<file path="src/rtl/sprite_pkg.sv">
// Shared constants for the sprite colour-index path: palette indices,
// index width and visible screen size.
package sprite_pkg;

    localparam int IDX_W = 4;

    localparam int SCREEN_W = 640;
    localparam int SCREEN_H = 480;

    // Palette indices understood by the downstream colour-lookup stage
    localparam int COLOR_BG    = 0;
    localparam int COLOR_BLACK = 1;
    localparam int COLOR_PINK  = 2;
    localparam int COLOR_GREY  = 3;
    localparam int COLOR_GREEN = 4;
    localparam int COLOR_WHITE = 5;
    localparam int COLOR_DKRED = 6;
    localparam int COLOR_RED   = 7;
    localparam int COLOR_LTRED = 8;

    // True when p lies in [lo, lo+len). Operands are 11 bits wide so a
    // 10-bit start plus a sprite dimension never wraps around.
    function automatic logic in_span(input logic [10:0] p,
                                     input logic [10:0] lo,
                                     input logic [10:0] len);
        return (p >= lo) && (p < (lo + len));
    endfunction

endpackage

</file>
<file path="src/rtl/sprite_anim_counter.sv">
// Animation sequencer: counts video frames and steps the animation frame
// once every FRAMES_PER_ANIM frame_start pulses, wrapping after NUM_ANIM.
module sprite_anim_counter
    import sprite_pkg::*;
#(
    parameter int FRAMES_PER_ANIM = 8,
    parameter int NUM_ANIM        = 4,
    parameter int ANIM_W          = 2
) (
    input  logic              Clk,
    input  logic              Reset,
    input  logic              frame_start,
    output logic [ANIM_W-1:0] anim
);

    localparam int CNT_W = (FRAMES_PER_ANIM > 1) ? $clog2(FRAMES_PER_ANIM) : 1;
    localparam logic [CNT_W-1:0]  CNT_LAST  = CNT_W'(FRAMES_PER_ANIM - 1);
    localparam logic [ANIM_W-1:0] ANIM_LAST = ANIM_W'(NUM_ANIM - 1);

    logic [CNT_W-1:0]  frame_cnt_reg;
    logic [ANIM_W-1:0] anim_reg;

    // Frame counter and animation index, both advanced only by frame_start
    always_ff @(posedge Clk) begin
        if (Reset) begin
            frame_cnt_reg <= '0;
            anim_reg      <= '0;
        end else if (frame_start) begin
            if (frame_cnt_reg == CNT_LAST) begin
                frame_cnt_reg <= '0;
                anim_reg      <= (anim_reg == ANIM_LAST) ? '0 : anim_reg + ANIM_W'(1);
            end else begin
                frame_cnt_reg <= frame_cnt_reg + CNT_W'(1);
            end
        end
    end

    assign anim = anim_reg;

endmodule

</file>
<file path="src/rtl/sprite_color_index_gen.sv">
// Per-pixel palette-index generator for one animated sprite. Tracks a
// double-buffered sprite position, derives the sprite ROM address from the
// raster position and turns the ROM result into a palette index three
// clock edges after the raster position was sampled.
module sprite_color_index_gen
    import sprite_pkg::*;
#(
    parameter int SPR_W           = 32,
    parameter int SPR_H           = 32,
    parameter int NUM_ANIM        = 4,
    parameter int FRAMES_PER_ANIM = 8,
    parameter int ADDR_W          = 12,
    parameter int IDX_W           = sprite_pkg::IDX_W
) (
    input  logic              Clk,
    input  logic              Reset,
    input  logic              frame_start,
    input  logic              pos_valid,
    input  logic [9:0]        sprite_x,
    input  logic [9:0]        sprite_y,
    input  logic              pixel_valid,
    input  logic [9:0]        DrawX,
    input  logic [9:0]        DrawY,
    output logic [ADDR_W-1:0] rom_addr,
    input  logic [IDX_W-1:0]  rom_data,
    output logic [IDX_W-1:0]  color_idx,
    output logic              color_valid
);

    localparam int ANIM_W     = (NUM_ANIM > 1) ? $clog2(NUM_ANIM) : 1;
    localparam int FRAME_SZ   = SPR_W * SPR_H;
    // Stages holding valid/hit before the output stage (S1 and S2)
    localparam int PIPE_DEPTH = 2;

    // ------------------------------------------------------------------
    // Position double-buffer
    // ------------------------------------------------------------------
    logic [9:0] pend_x_reg, pend_y_reg;
    logic [9:0] act_x_reg,  act_y_reg;

    // Pending takes every load; active only changes on frame_start, and a
    // load coinciding with frame_start goes straight through to active.
    always_ff @(posedge Clk) begin
        if (Reset) begin
            pend_x_reg <= '0;
            pend_y_reg <= '0;
            act_x_reg  <= '0;
            act_y_reg  <= '0;
        end else begin
            if (pos_valid) begin
                pend_x_reg <= sprite_x;
                pend_y_reg <= sprite_y;
            end
            if (frame_start) begin
                act_x_reg <= pos_valid ? sprite_x : pend_x_reg;
                act_y_reg <= pos_valid ? sprite_y : pend_y_reg;
            end
        end
    end

    // ------------------------------------------------------------------
    // Animation frame sequencing
    // ------------------------------------------------------------------
    logic [ANIM_W-1:0] anim;

    sprite_anim_counter #(
        .FRAMES_PER_ANIM (FRAMES_PER_ANIM),
        .NUM_ANIM        (NUM_ANIM),
        .ANIM_W          (ANIM_W)
    ) u_anim (
        .Clk         (Clk),
        .Reset       (Reset),
        .frame_start (frame_start),
        .anim        (anim)
    );

    // ------------------------------------------------------------------
    // S1: hit test and ROM address
    // ------------------------------------------------------------------
    logic [10:0]       draw_x_ext, draw_y_ext;
    logic [10:0]       act_x_ext,  act_y_ext;
    logic [10:0]       x_off,      y_off;
    logic              hit_s1;
    logic [ADDR_W-1:0] addr_calc;

    // Hit detection and in-sprite offset; 11-bit arithmetic means a sprite
    // hanging past the right/bottom edge is simply clipped.
    always_comb begin
        draw_x_ext = {1'b0, DrawX};
        draw_y_ext = {1'b0, DrawY};
        act_x_ext  = {1'b0, act_x_reg};
        act_y_ext  = {1'b0, act_y_reg};
        x_off      = draw_x_ext - act_x_ext;
        y_off      = draw_y_ext - act_y_ext;
        hit_s1     = pixel_valid
                   & in_span(draw_x_ext, act_x_ext, 11'(SPR_W))
                   & in_span(draw_y_ext, act_y_ext, 11'(SPR_H));
        addr_calc  = ADDR_W'(anim) * ADDR_W'(FRAME_SZ)
                   + ADDR_W'(y_off) * ADDR_W'(SPR_W)
                   + ADDR_W'(x_off);
    end

    logic [ADDR_W-1:0] rom_addr_reg;
    logic              valid_pipe [PIPE_DEPTH];
    logic              hit_pipe   [PIPE_DEPTH];

    // ROM address register: only hits move it, misses hold the last address
    always_ff @(posedge Clk) begin
        if (Reset) begin
            rom_addr_reg <= '0;
        end else if (hit_s1) begin
            rom_addr_reg <= addr_calc;
        end
    end

    // First stage of the valid/hit delay line
    always_ff @(posedge Clk) begin
        if (Reset) begin
            valid_pipe[0] <= 1'b0;
            hit_pipe[0]   <= 1'b0;
        end else begin
            valid_pipe[0] <= pixel_valid;
            hit_pipe[0]   <= hit_s1;
        end
    end

    // ------------------------------------------------------------------
    // S2: flags follow the ROM read latency
    // ------------------------------------------------------------------
    genvar gi;
    generate
        for (gi = 1; gi < PIPE_DEPTH; gi++) begin : g_flag_delay
            // Delay valid/hit one more cycle to line up with rom_data
            always_ff @(posedge Clk) begin
                if (Reset) begin
                    valid_pipe[gi] <= 1'b0;
                    hit_pipe[gi]   <= 1'b0;
                end else begin
                    valid_pipe[gi] <= valid_pipe[gi-1];
                    hit_pipe[gi]   <= hit_pipe[gi-1];
                end
            end
        end
    endgenerate

    // ------------------------------------------------------------------
    // S3: palette index
    // ------------------------------------------------------------------
    logic [IDX_W-1:0] color_next;

    // Blanking is black, misses and transparent texels are background
    always_comb begin
        color_next = IDX_W'(COLOR_BG);
        if (!valid_pipe[PIPE_DEPTH-1]) begin
            color_next = IDX_W'(COLOR_BLACK);
        end else if (hit_pipe[PIPE_DEPTH-1] && (rom_data != '0)) begin
            color_next = rom_data;
        end
    end

    logic [IDX_W-1:0] color_idx_reg;
    logic             color_valid_reg;

    // Output register facing the colour-lookup stage
    always_ff @(posedge Clk) begin
        if (Reset) begin
            color_idx_reg   <= IDX_W'(COLOR_BLACK);
            color_valid_reg <= 1'b0;
        end else begin
            color_idx_reg   <= color_next;
            color_valid_reg <= valid_pipe[PIPE_DEPTH-1];
        end
    end

    assign rom_addr    = rom_addr_reg;
    assign color_idx   = color_idx_reg;
    assign color_valid = color_valid_reg;

endmodule
</file>
<file path="config.mk">
export PLATFORM = sky130hd
export DESIGN_NAME = sprite_color_index_gen
export DESIGN_NICKNAME = d
export VERILOG_FILES = /design/src/rtl/sprite_pkg.sv /design/src/rtl/sprite_anim_counter.sv /design/src/rtl/sprite_color_index_gen.sv
export SDC_FILE = /design/constraint.sdc
export NUM_CORES = 1
export LEC_CHECK = 0
export CAP_MARGIN = 20
export CORE_MARGIN = 8
export CORE_UTILIZATION = 50
export DETAILED_ROUTE_END_ITERATION = 10
export PLACE_DENSITY_LB_ADDON = 0.2
export SLEW_MARGIN = 5
export SYNTH_ARGS = -nofsm -noshare
export SYNTH_HDL_FRONTEND = slang
export SYNTH_SLANG_ARGS = --single-unit
</file>
<file path="constraint.sdc">
create_clock -name Clk -period 4.8 [get_ports Clk]
set_input_delay 0.96 -clock Clk [delete_from_list [all_inputs] [get_ports Clk]]
set_output_delay 0.96 -clock Clk [all_outputs]
set_load 0.05 [all_outputs]
</file>
### After elaboration in Yosys (flattened, before gate mapping)

Memories as Yosys holds them, arrays and structs flattened.
Index checks and enable logic that the tools add are counted.

* $add $sub $neg: 8
* magnitude comparators: 4
* eq/ne operators: 2
* multiplexer cells: 12
* bitwise gates (word level): 8
* reduce and logical (&&, ||, !) cells: 7

Operators by type and width (count)
* 10-bit by 6-bit adder with 11-bit output (second input constant): 2
* 10-bit by 11-bit less-than comparator with 1-bit output: 2
* 10-bit >= comparator: 2
* 10-bit 2-to-1 mux: 2
* 12-bit by 11-bit adder with 12-bit output: 1
* 12-bit adder: 1
* 10-bit by 10-bit subtractor with 11-bit output: 1
* 1-bit 2-to-1 mux: 8
* 7-bit subtractor: 1
* 1-bit bitwise OR: 4
* 4-bit nonzero test: 1
* 3-bit by 1-bit adder with 3-bit output (second input constant): 1
* 3-bit == test (second input constant): 1
* 1-bit logical AND: 3
* 3-bit 2-to-1 mux: 1
* 3-bit OR reduction: 1
* 2-bit by 1-bit adder with 2-bit output (second input constant): 1
* 1-bit bitwise AND: 2
* 2-bit == test (second input constant): 1
* 2-bit 2-to-1 mux: 1
* 1-bit inverter: 2
* 2-bit AND reduction: 1
* 2-bit OR reduction: 1

* bits in registers: 62
* memory bits (writable): 4
* input port bits: 49
* output and inout port bits: 17
* word-level logic and storage cells: 53
* memories: 2

Memory list
* hit_pipe: depth 2, bits a word 1, rd ports 2, clocked after Yosys merged registers in 0, write ports 2, line sprite_color_index_gen.sv:105 `logic hit_pipe [PIPE_DEPTH];`
* valid_pipe: depth 2, bits a word 1, rd ports 2, clocked after Yosys merged registers in 0, write ports 2, line sprite_color_index_gen.sv:104 `logic valid_pipe [PIPE_DEPTH];`

### Longest topological paths before layout

Gate-level depths: netlist of run 1.

* depth in word-level cells: 6
* gate-level depth with buffers: 18
* depth with buffers taken out: 18

### Modules after synthesis

From an unflattened synthesis of run 1, not the netlist that was laid out.

* cells, all modules: 413
* area total of the unflattened synthesis: 3739.8 µm²

Modules (own cells, without submodules)
* sprite_color_index_gen: times used 1, cells each 391, area each 3493.4 µm², sequential area each 1221.2 µm²
* sprite_anim_counter: times used 1, cells each 22, area each 246.5 µm², sequential area each 100.1 µm²

### Worst setup path after synthesis of run 1

OpenSTA, ideal clock, no wires.

* path kind: input port to flip-flop
* from: in DrawX[0]
* to: reg rom_addr_reg[11], in the netlist rom_addr[11]
* library setup time: 121 ps
* data arrival time: 4231 ps
* data required time: 4679 ps
* setup slack: 448 ps
* stages on the path: 18
* buffers on the path: 0
* cells stage by stage: inv_1 -> ha_1 -> inv_1 -> fa_1 -> a21o_1 -> a21oi_1 -> o21bai_1 -> a2111oi_0 -> nor3_1 -> xor2_1 -> ha_1 -> ha_1 -> o21ai_0 -> o21bai_1 -> a21oi_1 -> xnor2_1 -> nor2_1 -> mux2_4

* cells in the longest elaborated chain, start to end: 4
* elaborated cells between the ends (all ways): 7
* those cells by class: add/sub (2); order compare (2); bitwise (2); reduce/logical (1)

RTL lines
* start, declared: line sprite_color_index_gen.sv:22 `input logic [9:0] DrawX,`
* branches (longest 4 deep; another with 12-bit by 11-bit adder with 12-bit output)
* end signal, assigned: line sprite_color_index_gen.sv:112 `rom_addr_reg <= addr_calc;`
* end, declared: line sprite_color_index_gen.sv:103 `logic [ADDR_W-1:0] rom_addr_reg;`

Several ways; the timed one is not identified.
A chain may end at the register's enable or synchronous reset.

### Worst setup path after layout of run 1

Ends and elaborated chain as after synthesis.

==> summary.md, run 1 <==
| Metric | Value |
|---|---|
| Clock tree buffer depth | 2 |
| Number of detailed-route iterations in the first pass | 4 |
| Die Span Y | 104 um |
| Worst setup path category | in2reg |
| Fraction of layout instances using a drive strength above 1 | 0.0732 |
| Cell area after layout | between 4000 and 5000 um2 |
| Total of warnings raised by yosys | 0 |
| Final TNS setup | 0 ns |
| List of cells traversed by the critical path | clkdlybuf4s50_1, inv_1, ha_1, inv_1, fa_1, a21o_1, a21oi_1, o21bai_1, a2111oi_1, nor3_1, xor2_1, ha_1, ha_1, o21ai_0, o21bai_1, a21oi_1, xnor2_1, nor2_1, mux2_4 |
| Critical Path Sink | rom_addr[11] |
| Yosys cell types | 41 |
| Wire per inst | 13.9 um |
| Fmax | about 0.22 GHz |
| RSZ-0062 raised after global routing | no |
| R2r endpoint | rom_addr[11] |
| Max FFs per register | 12 |
| Delay of the slowest cell on the worst path | about 0.40 ns |
| Required time at the worst-slack endpoint | 5.03 ns |
| Largest clock skew in the final design | 0.0114 ns |
| Critical path's most frequent cell | sky130_fd_sc_hd__ha_1 |
| Slowest cell on crit path | sky130_fd_sc_hd__a2111oi_1 |
| Worst slew margin | 0.497 |
| Count of nets after finishing | 585 |
| Syn avg cell area | 9.18 um2 |
| Final HPWL from detailed placement | 6320 um |
| CTS Sinks | 66 |
| Worst-margin pin slew | roughly 0.74 ns |
| Antenna Nets Post-Route | 0 |
| CTS tree | yes |
| Most common flop cell mapped by yosys | sky130_fd_sc_hd__dfxtp_1 |
| Number of flops mapped to enable cells by yosys | 0 |
| Std-Cell Core Area | 7570 um2 |
| Layout overhead on the synthesized area | 26.3% |
| Crit path launch type | input port |
| Via count | roughly 3000 |
| Worst setup path startpoint | DrawX[0] |
| Floorplan die width | 104 um |
| Synthesized Nets | 516 |
| Max rail drop VDD | 0.218 mV |
| Fraction of synthesis flops using an asynchronous set or reset pin | 0 |
| Vias in the first global route | 3106 |
| Depth of the most critical reg-to-reg path | 17 |
| Final worst path period share | 0.954 |
| Global Route Usage Sum | 0.159 |
| Startpoint of the worst register-to-register path | act_x_reg[0] |
| PD cells | 329 nW/um2 |
| Initial antenna violation count | 0 |
| Leakage Power | 2.05 nW |
| Gate count of the mapped netlist | approximately 420 |
| Total die area | 10700 um2 |
| Port Buffers | 65 |
| Flop-to-flop setup slack | 0.88 ns |
| Delay-heaviest family, CP | compound AO/OA/AOI/OAI gates |
| Overall overflow remaining after global route | 0 |
| Maximum number of pins on one net before global-route repair | 73 |
| Reg clk slew, reported paths | 0.07 ns |
| Post-layout util | 0.641 |
| Clock root buffer | sky130_fd_sc_hd__clkbuf_8 |
| Total inserted antenna cells | 0 |
| Number of setup violations in the final report | 0 |
| First-iteration detailed-routing DRC count | 98 |
| Row cnt | 32 |
| H-tree depth reported by CTS | 3 |
| Average vias per placed instance | 5.12 |
| Total Wirelength | 8250 um |
| Worst Path Buf+Inv | 3 |
| Latest clock arrival within the worst-skew pair | 0.35 ns |
| Critical Path AT | 4.81 ns |
| Post-synthesis cell area | 3840 um2 |
| Wire length of the first global-routing pass | 14400 um |
| Inst Count DP | 578 |
| Hold/Removal Path Class | reg2reg |
| Non-filler instance count after layout | 594 |
| Biggest fanout along the worst timing path | 2 |
| Levels on crit path | 19 |
| Number of CTS-inserted buffers | 9 |
| Nature of the critical path endpoint | flop |
| # DRC | 0 |
| Post-route minimum period | between 4 and 5 ns |
| Number of max-capacitance violations reported | 0 |
| Result of the run | finished clean |
| Initial Util | 0.507 |
| Sequential fraction of the synthesis area | 0.344 |
| Boundary pin count | 66 |
| Post-DP Area | 4620 um2 |
| Number of endpoints with negative hold slack in the final report | 0 |
| Number of storage elements in the synthesis netlist | 66 |
| Placer Congestion | 0.835 |
| Final-report max-slew violation count | 0 |
[cells in the final DEF (no fill, tap or decap), types with 3 or more instances in the layout]
master / n
sky130_fd_sc_hd__fa_1: 4
sky130_fd_sc_hd__nor3_1: 9
sky130_fd_sc_hd__xnor2_1: 14
sky130_fd_sc_hd__clkbuf_8: 9
sky130_fd_sc_hd__mux2i_1: 26
sky130_fd_sc_hd__clkdlybuf4s50_1: 64
sky130_fd_sc_hd__nor2_1: 61
sky130_fd_sc_hd__a211oi_1: 24
sky130_fd_sc_hd__a2111oi_0: 3
sky130_fd_sc_hd__dfxtp_1: 66
sky130_fd_sc_hd__o21ai_0: 8
sky130_fd_sc_hd__o21a_1: 3
sky130_fd_sc_hd__nand3_1: 9
sky130_fd_sc_hd__inv_1: 32
sky130_fd_sc_hd__and3_1: 8
sky130_fd_sc_hd__nand2_1: 10
sky130_fd_sc_hd__nand2b_1: 11
sky130_fd_sc_hd__buf_4: 8
sky130_fd_sc_hd__mux2_4: 5
sky130_fd_sc_hd__xor2_1: 8
sky130_fd_sc_hd__a21oi_1: 17
sky130_fd_sc_hd__ha_1: 45
sky130_fd_sc_hd__a21o_1: 6
sky130_fd_sc_hd__nor2b_1: 11
[Yosys cell counts, drive strengths merged (3+ instances only)]
library cell / instances / area share
o21a: 3 / 0.0059
nand3: 9 / 0.012
buf: 4 / 0.0059
a21oi: 17 / 0.022
clkbuf: 12 / 0.012
xor2: 8 / 0.018
ha: 45 / 0.15
inv: 32 / 0.031
and3: 8 / 0.013
xnor2: 14 / 0.032
nor2b: 11 / 0.018
o21ai: 8 / 0.010
nand2: 10 / 0.0098
a21o: 6 / 0.012
nor2: 61 / 0.060
fa: 4 / 0.021
nand2b: 11 / 0.018
dfxtp: 66 / 0.34
a211oi: 26 / 0.054
mux2i: 26 / 0.068
a2111oi: 5 / 0.016
mux2: 5 / 0.020
nor3: 9 / 0.012
[power by group]
group	total (mW)	internal, mW	leakage [nW]	switching, mW
Sequential	0.592	0.575	0.542	0.0165
Combinational	0.472	0.231	1.39	0.241
Clock	0.531	0.297	0.114	0.234
Total	1.59	1.10	2.05	0.492
[cells by family after synthesis]
family	after synthesis	synth area share
AOI/OAI and AO/OA	78	0.151
adders and majority gates	49	0.168
xor gates and xnor gates	22	0.0502
buffers and inverters	48	0.0489
and+or+nand+nor	124	0.151
DFF	66	0.344
muxes	31	0.0874
[area by class of cell]
cell class	count	area [um2]
clock buffers	9	124
flip-flops and latches	66	1320
multi-input cells	304	2340
clock inverters	7	100
repair buffers	74	721
fillers	649	2720
inverters	32	120
well taps	102	128
[per-layer routing]
metal / global-route usage / routed length [um] / up-vias
li1: - / - / 1596
met1: 0.190 / 3940 / 1364
met2: 0.258 / 3770 / 64
met3: 0.0440 / 352 / 16
met4: 0.0745 / 189 / 0
met5: 0 / 0 / -
[worst min path at each step]
| stage | startpoint | endpoint | depth (start not counted) | slack (ns) |
|---|---|---|---|---|
| finish | hit_pipe[0] | hit_pipe[1] | 1 | 0.44 |
| global route | valid_pipe[0] | valid_pipe[1] | 1 | 0.46 |
| CTS | hit_pipe[0] | hit_pipe[1] | 1 | 0.45 |
| detailed placement | valid_pipe[0] | valid_pipe[1] | 1 | 0.43 |
| global placement | valid_pipe[0] | valid_pipe[1] | 1 | 0.43 |
| floorplan | hit_pipe[0] | hit_pipe[1] | 1 | 0.41 |
[what timing repair did]
action                     4_1_cts  5_1_grt
resized for setup                0        2
hold buffers                     0        0
setup buffers                    0        0
setup endpoints to repair        0        1
[through the flow]
| stage | hold WS [ns] | power [mW] | setup slack, ns |
|---|---|---|---|
| 6_report | 0.442 | 1.59 | 0.221 |
| 5_1_grt | 0.459 | 1.69 | 0.00623 |
| 4_1_cts | 0.445 | 1.60 | 0.260 |
| 3_5_place_dp | 0.428 | 1.07 | -0.104 |
| 3_3_place_gp | 0.426 | 1.05 | -0.0406 |
| 2_1_floorplan | 0.414 | 0.926 | 0.448 |
No activity file was read; power rests on OpenSTA's default activity.
==> inputs of run 2 (changes only) <==
--- a/config.mk
+++ b/config.mk
@@ -7,7 +7,7 @@
 export LEC_CHECK = 0
 export CAP_MARGIN = 20
 export CORE_MARGIN = 8
-export CORE_UTILIZATION = 50
+export CORE_UTILIZATION = 49
 export DETAILED_ROUTE_END_ITERATION = 10
 export PLACE_DENSITY_LB_ADDON = 0.2
 export SLEW_MARGIN = 5
==> run 2 against run 1 <==
  * Final cell count unchanged
  * Flip-flop and latch count stayed put
  * Wire length up 0.99%
  * First-iteration DRC count is 1.0% higher
  * Critical path depth unchanged
  * Register-to-register slack improved by 0.05 ns
  * Worst hold slack better by 0.0018 ns
  * Cell area is 0.44% lower
  * Clock skew rose by 0.0036 ns
  * Sequential power hardly changed
  * Maximum frequency is 0.55% higher
  * Clock-buffer cell count up 1
  * Largest power group unchanged
  * Highest routed layer unchanged
==> summary.md, run 2 (synthesis gave the netlist of run 1 again) <==
| Metric | Value |
|---|---|
| Result of the run | finished clean |
| Buffer count from post-CTS setup fixing | 0 |
| Count of nets after finishing | 585 |
| Vias in the first global route | 3118 |
| Fraction of layout instances using a drive strength above 1 | 0.0732 |
| Row cnt | 32 |
| Total Wirelength | 8330 um |
| # DRC | 0 |
| Worst hold slack | 0.444 ns |
| Number of max-capacitance violations reported | 0 |
| Post-route total power | 1.55 mW |
| Die Span Y | 105 um |
| Worst setup path category | in2reg |
| Initial Util | 0.502 |
| Final-report max-slew violation count | 0 |
| Via count | 3066 |
| Final TNS setup | 0 ns |
| Post-layout util | 0.631 |
| H-tree depth reported by CTS | 3 |
| CTS Sinks | 66 |
| Number of detailed-route iterations in the first pass | 4 |
| Average vias per placed instance | 5.16 |
| Reg clk slew, reported paths | 0.08 ns |
| Hold/Removal Path Class | reg2reg |
| Int Power | approximately 1.1 mW |
| Total die area | 10900 um2 |
| Worst slew margin | 0.529 |
| RSZ-0062 raised after global routing | no |
| Final HPWL from detailed placement | ~6500 um |
| Wire per inst | 14.0 um |
| Leakage Power | slightly above 2 nW |
| Wire length of the first global-routing pass | 14300 um |
| Non-filler instance count after layout | 594 |
| Final worst path period share | 0.949 |
| Fmax | 0.220 GHz |
| Worst slack after detailed placement | -0.138 ns |
| Latest clock arrival within the worst-skew pair | 0.35 ns |
| Port Buffers | 65 |
| Count of fill cells added during filler insertion | 668 |
| Maximum number of pins on one net before global-route repair | 46 |
| Hold worst-path end | valid_pipe[1] |
| Hold Crit Depth | 1 |
| PD cells | 321 nW/um2 |
| Crit path launch type | input port |
| Global Route Usage Sum | 0.157 |
| Clock root buffer | sky130_fd_sc_hd__clkbuf_8 |
| Floorplan die width | 105 um |
| Clock tree buffer depth | 2 |
| Clock network fraction of total power | 0.311 |
| Combinational fraction of design power | 0.307 |
| Net switching component of the power | slightly below 0.5 mW |
| Cell area after layout | 4830 um2 |
| Initial antenna violation count | 0 |
| Number of endpoints with negative hold slack in the final report | 0 |
| Max rail drop VDD | 0.180 mV |
| Number of setup violations in the final report | 0 |
| Hold Startpoint | valid_pipe[0] |
| Antenna Nets Post-Route | 0 |
| Depth of the most critical reg-to-reg path | 17 |
| First-iteration detailed-routing DRC count | 99 |
| Critical Path AT | about 4.8 ns |
| Required time at the worst-slack endpoint | 5.03 ns |
| Post-route minimum period | roughly 4.6 ns |
| Most common cell after layout, fill and taps aside | sky130_fd_sc_hd__dfxtp_1 |
| Total inserted antenna cells | 0 |
| Inst Count DP | 578 |
| Boundary pin count | 66 |
| R2r endpoint | rom_addr[11] |
| Worst Setup Slack, final | 0.247 ns |
| Top library cells by usage in the layout, fill and taps aside | sky130_fd_sc_hd__dfxtp_1, sky130_fd_sc_hd__clkdlybuf4s50_1, sky130_fd_sc_hd__nor2_1, sky130_fd_sc_hd__ha_1, sky130_fd_sc_hd__inv_1 |
| Nature of the critical path endpoint | flop |
| Number of CTS-inserted buffers | 9 |
| Placer Congestion | 0.843 |
| Part of the total power dissipated in sequential elements | 0.382 |
| Layout overhead on the synthesized area | 25.8% |
| Largest clock skew in the final design | 0.0150 ns |
| Overall overflow remaining after global route | 0 |
| CTS tree | yes |
| Switching Fraction | 0.314 |
| Std-Cell Core Area | 7650 um2 |
| Max FFs per register | 12 |
| Worst-margin pin slew | 0.695 ns |
| Startpoint of the worst register-to-register path | act_x_reg[0] |
| Post-DP Area | 4620 um2 |
| Biggest fanout along the worst timing path | 3 |
| Flop-to-flop setup slack | between 0.9 and 1 ns |
==> run 2: repair_timing <==
action,CTS,global route
gates resized for setup,0,3
endpoints found under the setup margin,0,1
hold buffers,0,0
==> run 2: worst max path at each step <==
stage | startpoint | to | slack (ns)
2_1_floorplan | DrawX[0] | rom_addr[11] | 0.45
3_3_place_gp | DrawX[0] | rom_addr[11] | -0.04
3_5_place_dp | DrawX[0] | rom_addr[11] | -0.14
4_1_cts | DrawX[0] | rom_addr[11] | 0.23
5_1_grt | DrawX[0] | rom_addr[11] | 0.01
6_report | DrawX[0] | rom_addr[11] | 0.25
==> run 2: layer usage <==
layer | up-vias | GRT usage | share of wire | wire, um
met3 | 10 | 0.0434 | 0.045 | 379
met5 | - | 0 | 0 | 0
met2 | 58 | 0.252 | 0.47 | 3880
met1 | 1402 | 0.193 | 0.48 | 3960
met4 | 0 | 0.0620 | 0.013 | 109
li1 | 1596 | - | - | -
==> run 2: cell type report <==
cell class                 count  area, um2  area share
clock buffer                  10        138      0.0285
sequential                    66       1320       0.274
tap                          102        128      0.0264
multi-input combinational    304       2340       0.484
timing repair buffer          74        721       0.149
inverter                      32        120      0.0249
clock inverter                 6       65.1      0.0135
==> run 2: power by group through the flow <==
| stage | clock network (mW) | logic [mW] | registers (mW) |
|---|---|---|---|
| 6_report | 0.483 | 0.476 | 0.592 |
| 5_1_grt | 0.522 | 0.535 | 0.596 |
| 4_1_cts | 0.494 | 0.470 | 0.592 |
| 3_5_place_dp | 0 | 0.465 | 0.604 |
| 3_3_place_gp | 0 | 0.452 | 0.603 |
| 2_1_floorplan | 0 | 0.312 | 0.613 |
==> run 2: worst max-delay path: stages <==
cell	delay (ns)
sky130_fd_sc_hd__clkdlybuf4s50_1	0.40
sky130_fd_sc_hd__inv_1	0.05
sky130_fd_sc_hd__ha_1	0.16
sky130_fd_sc_hd__inv_1	0.05
sky130_fd_sc_hd__fa_1	0.38
sky130_fd_sc_hd__a21o_1	0.19
sky130_fd_sc_hd__a21oi_1	0.18
sky130_fd_sc_hd__o21bai_1	0.10
sky130_fd_sc_hd__a2111oi_1	0.41
sky130_fd_sc_hd__nor3_1	0.15
sky130_fd_sc_hd__xor2_1	0.16
sky130_fd_sc_hd__ha_1	0.32
sky130_fd_sc_hd__ha_1	0.25
sky130_fd_sc_hd__a211oi_2	0.27
sky130_fd_sc_hd__o21bai_1	0.11
sky130_fd_sc_hd__a21oi_1	0.20
sky130_fd_sc_hd__xnor2_1	0.14
sky130_fd_sc_hd__nor2_1	0.05
sky130_fd_sc_hd__mux2_4	0.27
==> inputs of run 3 (changes only) <==
--- a/config.mk
+++ b/config.mk
@@ -7,7 +7,7 @@
 export LEC_CHECK = 0
 export CAP_MARGIN = 20
 export CORE_MARGIN = 8
-export CORE_UTILIZATION = 49
+export CORE_UTILIZATION = 35
 export DETAILED_ROUTE_END_ITERATION = 10
 export PLACE_DENSITY_LB_ADDON = 0.2
 export SLEW_MARGIN = 5
==> run 3 against run 2 <==
  * Clock-buffer cell count unchanged
  * Sequential share of layout area down 0.43 points
  * Wire length up 6.0%
  * Die area up 33%
  * Highest routed layer unchanged
  * Critical path type unchanged
==> summary.md, run 3 (synthesis gave the netlist of run 1 again) <==
| Metric | Value |
|---|---|
| Leakage Power | just over 2 nW |
| Initial Util | 0.356 |
| Global Route Usage Sum | 0.127 |
| Hold/Removal Path Class | reg2reg |
| Worst-margin pin slew | slightly above 0.7 ns |
| Worst slack after detailed placement | -0.170 ns |
| Depth of the most critical reg-to-reg path | 17 |
| Number of detailed-route iterations in the first pass | 4 |
| Number of CTS-inserted buffers | 9 |
| Worst slew margin | 0.522 |
| Post-layout util | 0.455 |
| Net switching component of the power | 0.492 mW |
| Initial antenna violation count | 0 |
| # DRC | 0 |
| Latest clock arrival within the worst-skew pair | between 0.3 and 0.4 ns |
| H-tree depth reported by CTS | 3 |
| Port Buffers | 65 |
| Reg clk slew, reported paths | roughly 0.070 ns |
| Max rail drop VDD | 0.229 mV |
| Count of nets after finishing | 585 |
| Largest clock skew in the final design | 0.00860 ns |
| Boundary pin count | 66 |
| Total inserted antenna cells | 0 |
| Count of hold-fix buffers inserted at cts | 0 |
| Number of max-capacitance violations reported | 0 |
| CTS tree | yes |
| Worst Setup Slack, final | about 0.29 ns |
| Final-report max-slew violation count | 0 |
| Int Power | roughly 1.1 mW |
| Hold Startpoint | hit_pipe[0] |
| Flop-to-flop setup slack | about 0.96 ns |
| Overall overflow remaining after global route | 0 |
| Number of setup violations in the final report | 0 |
| Layout overhead on the synthesized area | 27.8% |
| CTS Sinks | 66 |
| Antenna Nets Post-Route | 0 |
| Switching Fraction | 0.306 |
| Maximum number of pins on one net before global-route repair | 73 |
| Final TNS setup | 0 ns |
| Clock root buffer | sky130_fd_sc_hd__clkbuf_8 |
| Crit path launch type | input port |
| Total Wirelength | 8830 um |
| Total die area | between 10000 and 15000 um2 |
| Critical Path Sink | rom_addr[11] |
| Post-route minimum period | approximately 4.5 ns |
| Post-route total power | ~1.6 mW |
| Part of the total power dissipated in sequential elements | 0.368 |
| Fmax | ~0.22 GHz |
| Number of endpoints with negative hold slack in the final report | 0 |
| Average vias per placed instance | 4.81 |
| Floorplan die width | about 120 um |
| Top library cells by usage in the layout, fill and taps aside | sky130_fd_sc_hd__dfxtp_1, sky130_fd_sc_hd__clkdlybuf4s50_1, sky130_fd_sc_hd__nor2_1, sky130_fd_sc_hd__ha_1, sky130_fd_sc_hd__inv_1 |
| PD cells | ~330 nW/um2 |
| Vias in the first global route | 3144 |
| R2r endpoint | rom_addr[11] |
| Fraction of layout instances using a drive strength above 1 | 0.0752 |
| Std-Cell Core Area | between 10000 and 15000 um2 |
| Wire per inst | 14.0 um |
| Worst setup path startpoint | DrawX[0] |
| Biggest fanout along the worst timing path | 2 |
| Most common cell after layout, fill and taps aside | sky130_fd_sc_hd__dfxtp_1 |
| Via count | between 3000 and 4000 |
| Die Span Y | roughly 120 um |
| First-iteration detailed-routing DRC count | 108 |
| Clock tree buffer depth | 2 |
| Result of the run | finished clean |
| Startpoint of the worst register-to-register path | act_x_reg[0] |
| Clock network fraction of total power | 0.336 |
| Worst setup path category | in2reg |
| Worst hold slack | roughly 0.44 ns |
| Row cnt | 38 |
| Combinational fraction of design power | 0.296 |
| Nature of the critical path endpoint | flop |
| Max FFs per register | 12 |
| Final HPWL from detailed placement | 6760 um |
| Critical Path AT | 4.75 ns |
| RSZ-0062 raised after global routing | no |
| Placer Congestion | slightly above 0.8 |
| Final worst path period share | 0.939 |
| Wire length of the first global-routing pass | between 10000 and 15000 um |
| Required time at the worst-slack endpoint | ~5 ns |
## run 3: how the worst min path moves through the flow
stage,to,slack (ns),cells after the start
2_1_floorplan,hit_pipe[1],0.41,1
4_1_cts,hit_pipe[1],0.44,1
5_1_grt,hit_pipe[1],0.46,1
3_5_place_dp,hit_pipe[1],0.43,1
3_3_place_gp,valid_pipe[1],0.42,1
6_report,hit_pipe[1],0.44,1
## run 3: layout make-up
class / instances / area, um2
clock buffer: 10 / 138
multi-input combinational: 304 / 2340
clock inverter: 6 / 90.1
fill: 1055 / 5890
timing repair buffer: 74 / 721
tap: 140 / 175
sequential: 66 / 1320
inverter: 32 / 120
## run 3: worst max-delay path, cell delays in order
cell and delay [ns]:
sky130_fd_sc_hd__clkdlybuf4s50_1 0.40, sky130_fd_sc_hd__inv_1 0.06, sky130_fd_sc_hd__ha_1 0.16, sky130_fd_sc_hd__inv_1 0.06, sky130_fd_sc_hd__fa_1 0.40, sky130_fd_sc_hd__a21o_1 0.19, sky130_fd_sc_hd__a21oi_1 0.18, sky130_fd_sc_hd__o21bai_1 0.12
sky130_fd_sc_hd__a2111oi_2 0.37, sky130_fd_sc_hd__nor3_1 0.13, sky130_fd_sc_hd__xor2_1 0.16, sky130_fd_sc_hd__ha_1 0.31, sky130_fd_sc_hd__ha_1 0.31, sky130_fd_sc_hd__o21ai_1 0.19, sky130_fd_sc_hd__o21bai_1 0.09, sky130_fd_sc_hd__a21oi_1 0.17
sky130_fd_sc_hd__xnor2_1 0.13, sky130_fd_sc_hd__nor2_1 0.06, sky130_fd_sc_hd__mux2_4 0.29
## run 3: metrics by stage
stage | cells | cell area [um2]
4_1_cts | 632 | 4890
5_1_grt | 632 | 4910
2_1_floorplan | 418 | 3840
6_report | 632 | 4910
3_5_place_dp | 616 | 4670
3_3_place_gp | 615 | 4650
## run 3: metal layers
layer / GRT usage / up-vias / wire [um]
met5: 0 / - / 0
met3: 0.0368 / 11 / 408
li1: - / 1601 / -
met4: 0.0476 / 0 / 131
met1: 0.160 / 1370 / 4270
met2: 0.201 / 55 / 4030
## run 3: what timing repair did
| item | in CTS | in global routing |
|---|---|---|
| setup buffers | 0 | 0 |
| resized for setup | 0 | 4 |
| setup endpoints to repair | 0 | 2 |
## run 3: power groups by stage
stage                     Clock [mW]  Sequential (mW)  Combinational, mW
final                          0.540            0.591              0.475
after CTS                      0.560            0.591              0.471
after floorplan                    0            0.613              0.312
after global placement             0            0.603              0.458
after global routing           0.584            0.596              0.535
after detailed placement           0            0.604              0.467
